--- src/rtl/vx_tcu_tfr_align_if.sv ---
// Beat-level bus between the TCU product stage, the alignment stage and the adder tree.
// Per-lane exception fields are 3 bits: {is_nan, is_inf, sign}.
interface vx_tcu_tfr_align_if #(
  parameter int TCK   = 4,
  parameter int W     = 25,
  parameter int WA    = 28,
  parameter int EXP_W = 10,
  parameter int TAG_W = 32
);
  logic                   valid_in;
  logic                   ready_in;
  logic [TAG_W-1:0]       req_id_in;
  logic [TCK*W-1:0]       sig_in;
  logic [TCK*EXP_W-1:0]   exp_in;
  logic [TCK*3-1:0]       excep_in;
  logic                   valid_out;
  logic                   ready_out;
  logic [TAG_W-1:0]       req_id_out;
  logic [TCK*WA-1:0]      aligned_sig;
  logic [EXP_W-1:0]       max_exp;
  logic [2:0]             excep_out;

  modport slave (
    input  valid_in, req_id_in, sig_in, exp_in, excep_in, ready_out,
    output ready_in, valid_out, req_id_out, aligned_sig, max_exp, excep_out
  );

  modport master (
    output valid_in, req_id_in, sig_in, exp_in, excep_in, ready_out,
    input  ready_in, valid_out, req_id_out, aligned_sig, max_exp, excep_out
  );
endinterface

--- src/rtl/vx_tcu_tfr_align.sv ---
// Two-stage elastic alignment of TCU lane products: stage 1 finds the common
// exponent, stage 2 shifts each lane to it with sticky and emits two's complement.
module vx_tcu_tfr_align #(
  parameter int N     = 2,
  parameter int TCK   = 2*N,
  parameter int W     = 25,
  parameter int WA    = 28,
  parameter int EXP_W = 10,
  parameter int TAG_W = 32
) (
  input logic              clk,
  input logic              reset,
  vx_tcu_tfr_align_if.slave bus
);
  localparam int XW = 3;
  localparam int P  = 1 << $clog2(TCK);
  localparam logic [EXP_W-1:0] WA_LIM = EXP_W'(WA);

  // Pairwise comparator tree, padded with zero leaves up to a power of two.
  function automatic logic [EXP_W-1:0] max_tree(input logic [TCK*EXP_W-1:0] e);
    logic [EXP_W-1:0] v [P];
    for (int i = 0; i < P; i++) begin
      v[i] = (i < TCK) ? e[i*EXP_W +: EXP_W] : '0;
    end
    for (int span = P / 2; span >= 1; span = span / 2) begin
      for (int i = 0; i < span; i++) begin
        v[i] = (v[2*i] > v[2*i+1]) ? v[2*i] : v[2*i+1];
      end
    end
    return v[0];
  endfunction

  function automatic logic [WA-1:0] align_lane(
    input logic [W-1:0]     s,
    input logic [EXP_W-1:0] e,
    input logic [EXP_W-1:0] mx
  );
    logic [EXP_W-1:0] d;
    logic [WA-1:0]    ext;
    logic [WA-1:0]    sh;
    logic             st;
    logic [WA-1:0]    m;
    d   = mx - e;
    ext = {1'b0, s[W-2:0], {(WA-W){1'b0}}};
    if (d < WA_LIM) begin
      sh = ext >> d;
      st = |(ext & ~({WA{1'b1}} << d));
    end else begin
      sh = '0;
      st = |s[W-2:0];
    end
    m = sh | {{(WA-1){1'b0}}, st};
    return s[W-1] ? -m : m;
  endfunction

  logic                 s1_valid_reg;
  logic [TAG_W-1:0]     s1_tag_reg;
  logic [TCK*W-1:0]     s1_sig_reg;
  logic [TCK*EXP_W-1:0] s1_exp_reg;
  logic [TCK*XW-1:0]    s1_excep_reg;
  logic [EXP_W-1:0]     s1_max_reg;

  logic                 valid_out_reg;
  logic [TAG_W-1:0]     tag_out_reg;
  logic [TCK*WA-1:0]    aligned_reg;
  logic [EXP_W-1:0]     max_out_reg;
  logic [XW-1:0]        excep_out_reg;

  logic                 s1_load;
  logic                 s2_load;
  logic                 accept;
  logic [EXP_W-1:0]     max_next;
  logic [TCK*WA-1:0]    aligned_next;
  logic [XW-1:0]        excep_next;
  logic [TCK-1:0]       lane_nan;
  logic [TCK-1:0]       lane_pos_inf;
  logic [TCK-1:0]       lane_neg_inf;

  assign s2_load  = !valid_out_reg || bus.ready_out;
  assign s1_load  = !s1_valid_reg || s2_load;
  assign accept   = bus.valid_in && s1_load;
  assign max_next = max_tree(bus.exp_in);

  for (genvar gi = 0; gi < TCK; gi++) begin : g_lane
    assign aligned_next[gi*WA +: WA] = align_lane(s1_sig_reg[gi*W +: W],
                                                  s1_exp_reg[gi*EXP_W +: EXP_W],
                                                  s1_max_reg);
    assign lane_nan[gi]     = s1_excep_reg[gi*XW+2];
    assign lane_pos_inf[gi] = s1_excep_reg[gi*XW+1] && !s1_excep_reg[gi*XW];
    assign lane_neg_inf[gi] = s1_excep_reg[gi*XW+1] &&  s1_excep_reg[gi*XW];
  end

  // Opposite-signed infinities collapse to NaN; NaN never carries a sign.
  always_comb begin
    excep_next = '0;
    if ((|lane_nan) || ((|lane_pos_inf) && (|lane_neg_inf))) begin
      excep_next = 3'b100;
    end else if ((|lane_pos_inf) || (|lane_neg_inf)) begin
      excep_next = {1'b0, 1'b1, |lane_neg_inf};
    end
  end

  always_ff @(posedge clk) begin
    if (reset) begin
      s1_valid_reg  <= 1'b0;
      s1_tag_reg    <= '0;
      s1_sig_reg    <= '0;
      s1_exp_reg    <= '0;
      s1_excep_reg  <= '0;
      s1_max_reg    <= '0;
      valid_out_reg <= 1'b0;
      tag_out_reg   <= '0;
      aligned_reg   <= '0;
      max_out_reg   <= '0;
      excep_out_reg <= '0;
    end else begin
      if (s1_load) begin
        s1_valid_reg <= bus.valid_in;
      end
      if (accept) begin
        s1_tag_reg   <= bus.req_id_in;
        s1_sig_reg   <= bus.sig_in;
        s1_exp_reg   <= bus.exp_in;
        s1_excep_reg <= bus.excep_in;
        s1_max_reg   <= max_next;
      end
      if (s2_load) begin
        valid_out_reg <= s1_valid_reg;
      end
      // Output data only changes when a new beat moves in, so a stall holds it.
      if (s2_load && s1_valid_reg) begin
        tag_out_reg   <= s1_tag_reg;
        aligned_reg   <= aligned_next;
        max_out_reg   <= s1_max_reg;
        excep_out_reg <= excep_next;
      end
    end
  end

  assign bus.ready_in    = s1_load;
  assign bus.valid_out   = valid_out_reg;
  assign bus.req_id_out  = tag_out_reg;
  assign bus.aligned_sig = aligned_reg;
  assign bus.max_exp     = max_out_reg;
  assign bus.excep_out   = excep_out_reg;
endmodule
--- src/flat_wrapper.sv ---
// flat-port wrapper written by rule: the top's interface ports become plain ports
module vx_tcu_tfr_align_flat 
#(
  parameter int N     = 2,
  parameter int TCK   = 2*N,
  parameter int W     = 25,
  parameter int WA    = 28,
  parameter int EXP_W = 10,
  parameter int TAG_W = 32
)
  (clk, reset, bus_valid_in, bus_req_id_in, bus_sig_in, bus_exp_in, bus_excep_in, bus_ready_out, bus_ready_in, bus_valid_out, bus_req_id_out, bus_aligned_sig, bus_max_exp, bus_excep_out);
  vx_tcu_tfr_align_if #(.TCK(TCK), .W(W), .WA(WA), .EXP_W(EXP_W), .TAG_W(TAG_W)) bus_i ();
  input logic clk;
  input logic reset;
  input wire logic [$bits(bus_i.valid_in)-1:0] bus_valid_in;
  input wire logic [$bits(bus_i.req_id_in)-1:0] bus_req_id_in;
  input wire logic [$bits(bus_i.sig_in)-1:0] bus_sig_in;
  input wire logic [$bits(bus_i.exp_in)-1:0] bus_exp_in;
  input wire logic [$bits(bus_i.excep_in)-1:0] bus_excep_in;
  input wire logic [$bits(bus_i.ready_out)-1:0] bus_ready_out;
  output wire logic [$bits(bus_i.ready_in)-1:0] bus_ready_in;
  output wire logic [$bits(bus_i.valid_out)-1:0] bus_valid_out;
  output wire logic [$bits(bus_i.req_id_out)-1:0] bus_req_id_out;
  output wire logic [$bits(bus_i.aligned_sig)-1:0] bus_aligned_sig;
  output wire logic [$bits(bus_i.max_exp)-1:0] bus_max_exp;
  output wire logic [$bits(bus_i.excep_out)-1:0] bus_excep_out;
  assign bus_i.valid_in = bus_valid_in;
  assign bus_i.req_id_in = bus_req_id_in;
  assign bus_i.sig_in = bus_sig_in;
  assign bus_i.exp_in = bus_exp_in;
  assign bus_i.excep_in = bus_excep_in;
  assign bus_i.ready_out = bus_ready_out;
  assign bus_ready_in = bus_i.ready_in;
  assign bus_valid_out = bus_i.valid_out;
  assign bus_req_id_out = bus_i.req_id_out;
  assign bus_aligned_sig = bus_i.aligned_sig;
  assign bus_max_exp = bus_i.max_exp;
  assign bus_excep_out = bus_i.excep_out;
  vx_tcu_tfr_align #(.N(N), .TCK(TCK), .W(W), .WA(WA), .EXP_W(EXP_W), .TAG_W(TAG_W)) u_core (.clk(clk), .reset(reset), .bus(bus_i));
endmodule
--- config.mk ---
export PLATFORM = sky130hd
export DESIGN_NAME = vx_tcu_tfr_align_flat
export DESIGN_NICKNAME = d
export VERILOG_FILES = /design/src/rtl/vx_tcu_tfr_align_if.sv /design/src/rtl/vx_tcu_tfr_align.sv /design/src/flat_wrapper.sv
export SDC_FILE = /design/constraint.sdc
export NUM_CORES = 2
export LEC_CHECK = 0
export ABC_CLOCK_PERIOD_IN_PS = 15100
export BUFFER_PORTS_ARGS = -buffer_cell sky130_fd_sc_hd__buf_4
export CORE_ASPECT_RATIO = 1.25
export CORE_MARGIN = 2
export CORE_UTILIZATION = 60
export CTS_CLUSTER_DIAMETER = 50
export CTS_CLUSTER_SIZE = 14
export DETAILED_ROUTE_END_ITERATION = 16
export PLACE_DENSITY = 0.92
export RECOVER_POWER = 25
export SYNTH_ARGS = -nofsm -noshare
export SYNTH_HDL_FRONTEND = slang
export SYNTH_SLANG_ARGS = --single-unit
--- constraint.sdc ---
create_clock -name clk -period 15.1 [get_ports clk]
set_input_delay 0.755 -clock clk [delete_from_list [all_inputs] [get_ports clk]]
set_output_delay 0.755 -clock clk [all_outputs]
set_load 0.02 [all_outputs]
==> reports/results.tsv <==
metric	value	unit
cts_made_buffers	35	
grt_usage	36.89	%
syn_nets	3783	
power.total	3.701	mW
critPathSlowestCell	clkbuf_1	
p_leak	11.49	nW
layout-drive-gt1-share	13.42	%
cts_tree	yes	
max_slew.worst_pin.slew	5.059	ns
violations	capacitance limit, slew limit	
initial_core_util	60.61	%
top_usage_layer	met2	
reg2regPathDepth	20	
max_freq	152.3	MHz
num_vias	27680	
fill_cells	3737	
period_needed	6.565	ns
grt_pass1_wl	134900	um
hold_ws	0.4226	ns
hp-class	in2reg	
clock_sinks	353	
synth-main-ff-cell	dfxtp_1	
ctsRootBufferMaster	clkbuf_16	
utilization	68.31	%
r2r-end	u_core.bus.aligned_sig[52]	
status	complete, but fails checks	
skew	0.01184	ns
cap_viol_max_count	2	
io_buffer_count	346	
dpl.hpwl	61520	um
met3_usage	6.255	%
rsz0062_at_grt	no	
synth_edf_count	0	
rr_startpoint	u_core.s1_max_reg[0]	
power.density	126.1	nW/um2
cp-startpoint	reset	
grt_max_degree	152	
critPathKind	in2reg	
fp.dieW	190.3	um
cpPeakStageDelay	3.47	ns
clock_latency	0.57	ns
grtUsageMet1	49.00	%
ir_drop	0.09210	mV
vias_per_cell	6.483	
finalSetupViolCount	0	
grt_use_met2	57.40	%
post_cts_buffers	0	
route.detailed.drc	0	
cp_data_required_time	15.41	ns
dr.pass1.iters	6	
final_common_cell	nand2_1	
dieHeight	236.9	um
antenna_cells	0	
wl	86060	um
maxSlewViolCount	177	
relSlewSlack	-237.3	%
core-area	42970	um2
syn_avg_cell_area	7.396	um2
hold_violations	0	
gp_congestion	1.009	
ys_seq_area_share	27.14	%
yosys_warnings	0	
cp-start-kind	input port	
gr-total-overflow	0	
largest_reg_flops	112	
path_cells	clkbuf_1, clkbuf_1, nor3_1	
num-nets-final	3949	
cp-end-kind	flop	
holdBufCountCts	0	
syn_inst	3521	
final_cell_mix	723 x nand2_1, 402 x a21oi_1, 353 x dfxtp_1	
path_clk_slew	0.06	ns
setup_tns	0	ns
htreeDepth	2	
io-pin-count	347	
die-area	45090	um2
post_cts_resized	0	
crit_path_frequent_cell	clkbuf_1	
netlist_area	26040	um2
min_period_over_period	43.47	%
async_flop_share	0	%
postRouteAntennaNets	0	
rrSetupSlack	8.86	ns
clock_path_buffers	3	
ys_ff_latch	353	
antenna_found_initial	0	
cp_max_fo	106	
crit_path_end	u_core.bus.aligned_sig[45]	
rows	85	
avgRoutedWirePerCell	20.16	um
arrival	6.87	ns
synth.distinct_cells	101	
drt_iter0_drc	3591	
grt_pass1_vias	25230	
syn_to_final_growth	12.70	%
metrics by stage:
step | instances | worst slack [ns] | instance area [um2]
CTS | 4269 | 8.946 | 29840
floorplan | 3521 | 9.314 | 26040
detailed placement | 4215 | 8.968 | 28690
global placement | 4215 | 9.086 | 28690
global route | 4269 | 8.082 | 29350
finish | 4269 | 8.535 | 29350
cell usage after synthesis, types with 25 or more instances:
library cell    n  area share (%)
dfxtp_1       353              27
nand4_1        32            0.77
nor3_1         69             1.3
ha_1           70             3.4
nor2b_1        26            0.62
buf_1          28            0.40
o21ai_0       193             3.7
a21oi_1       402             7.7
nand2b_1       33            0.79
o21a_1         25            0.72
o31ai_1        28            0.81
clkbuf_1      174             2.5
nor2_1        266             3.8
mux4_2         59             5.1
o211ai_1       31            0.89
nand3_1        84             1.6
mux2_2         63             2.7
nor4_1         26            0.62
a211oi_1       39             1.1
inv_1         101             1.5
mux2i_1       138             5.3
xor2_1         33             1.1
buf_2          50            0.96
xnor2_1        43             1.4
nand2_1       724              10
a31oi_1        40            0.96
worst min path at each step:
stage	slack, ns	end	cells after the start	start
after floorplan	0.43	u_core.s1_excep_reg[8]	2	u_core.s1_excep_reg[8]
after global placement	0.44	u_core.bus.req_id_out[23]	2	u_core.s1_tag_reg[23]
after detailed placement	0.44	u_core.bus.req_id_out[23]	2	u_core.s1_tag_reg[23]
after CTS	0.42	u_core.s1_sig_reg[0]	3	bus_sig_in[0]
after global routing	0.42	u_core.s1_tag_reg[18]	3	bus_req_id_in[18]
final	0.42	u_core.s1_sig_reg[0]	3	bus_sig_in[0]
power by group:
part / leakage, nW / internal (mW) / total, mW / switching [mW]
combinational: 8.04 / 0.635 / 1.74 / 1.11
sequential: 2.90 / 0.983 / 1.05 / 0.0655
clock: 0.560 / 0.521 / 0.908 / 0.388
total: 11.5 / 2.14 / 3.70 / 1.56
area by class of cell:
type	count	area, um2	share of cell area, %
Tap cell	565	706.9	2.409
Sequential cell	353	7067	24.08
Clock inverter	10	147.6	0.5030
Clock buffer	44	1002	3.415
Inverter	104	390.4	1.330
Timing Repair Buffer	388	2445	8.330
Multi-Input combinational cell	2805	17590	59.94
worst max-delay path, delay by kind of cell:
family,cells,cell delay [ns]
AND/OR/NAND/NOR,1,0.20
buffers and inverters,2,5.90
per-layer routing:
layer / vias to the layer above / routed length [um] / share of wire [%]
li1: 12960 / - / -
met1: 12850 / 34690 / 40
met2: 1524 / 38580 / 45
met3: 343 / 7930 / 9.2
met4: 0 / 4854 / 5.6
met5: - / 0 / 0
logic make-up after synthesis:
logic type                 share of synthesized area (%)
and+or+nand+nor                                    23.48
DFF                                                27.14
muxes                                              13.13
adders and majority gates                          3.671
xor gates and xnor gates                           2.806
buffers and inverters                              5.578
AOI/OAI and AO/OA                                  24.20
Note: power is estimated with default switching activity, not from simulation.
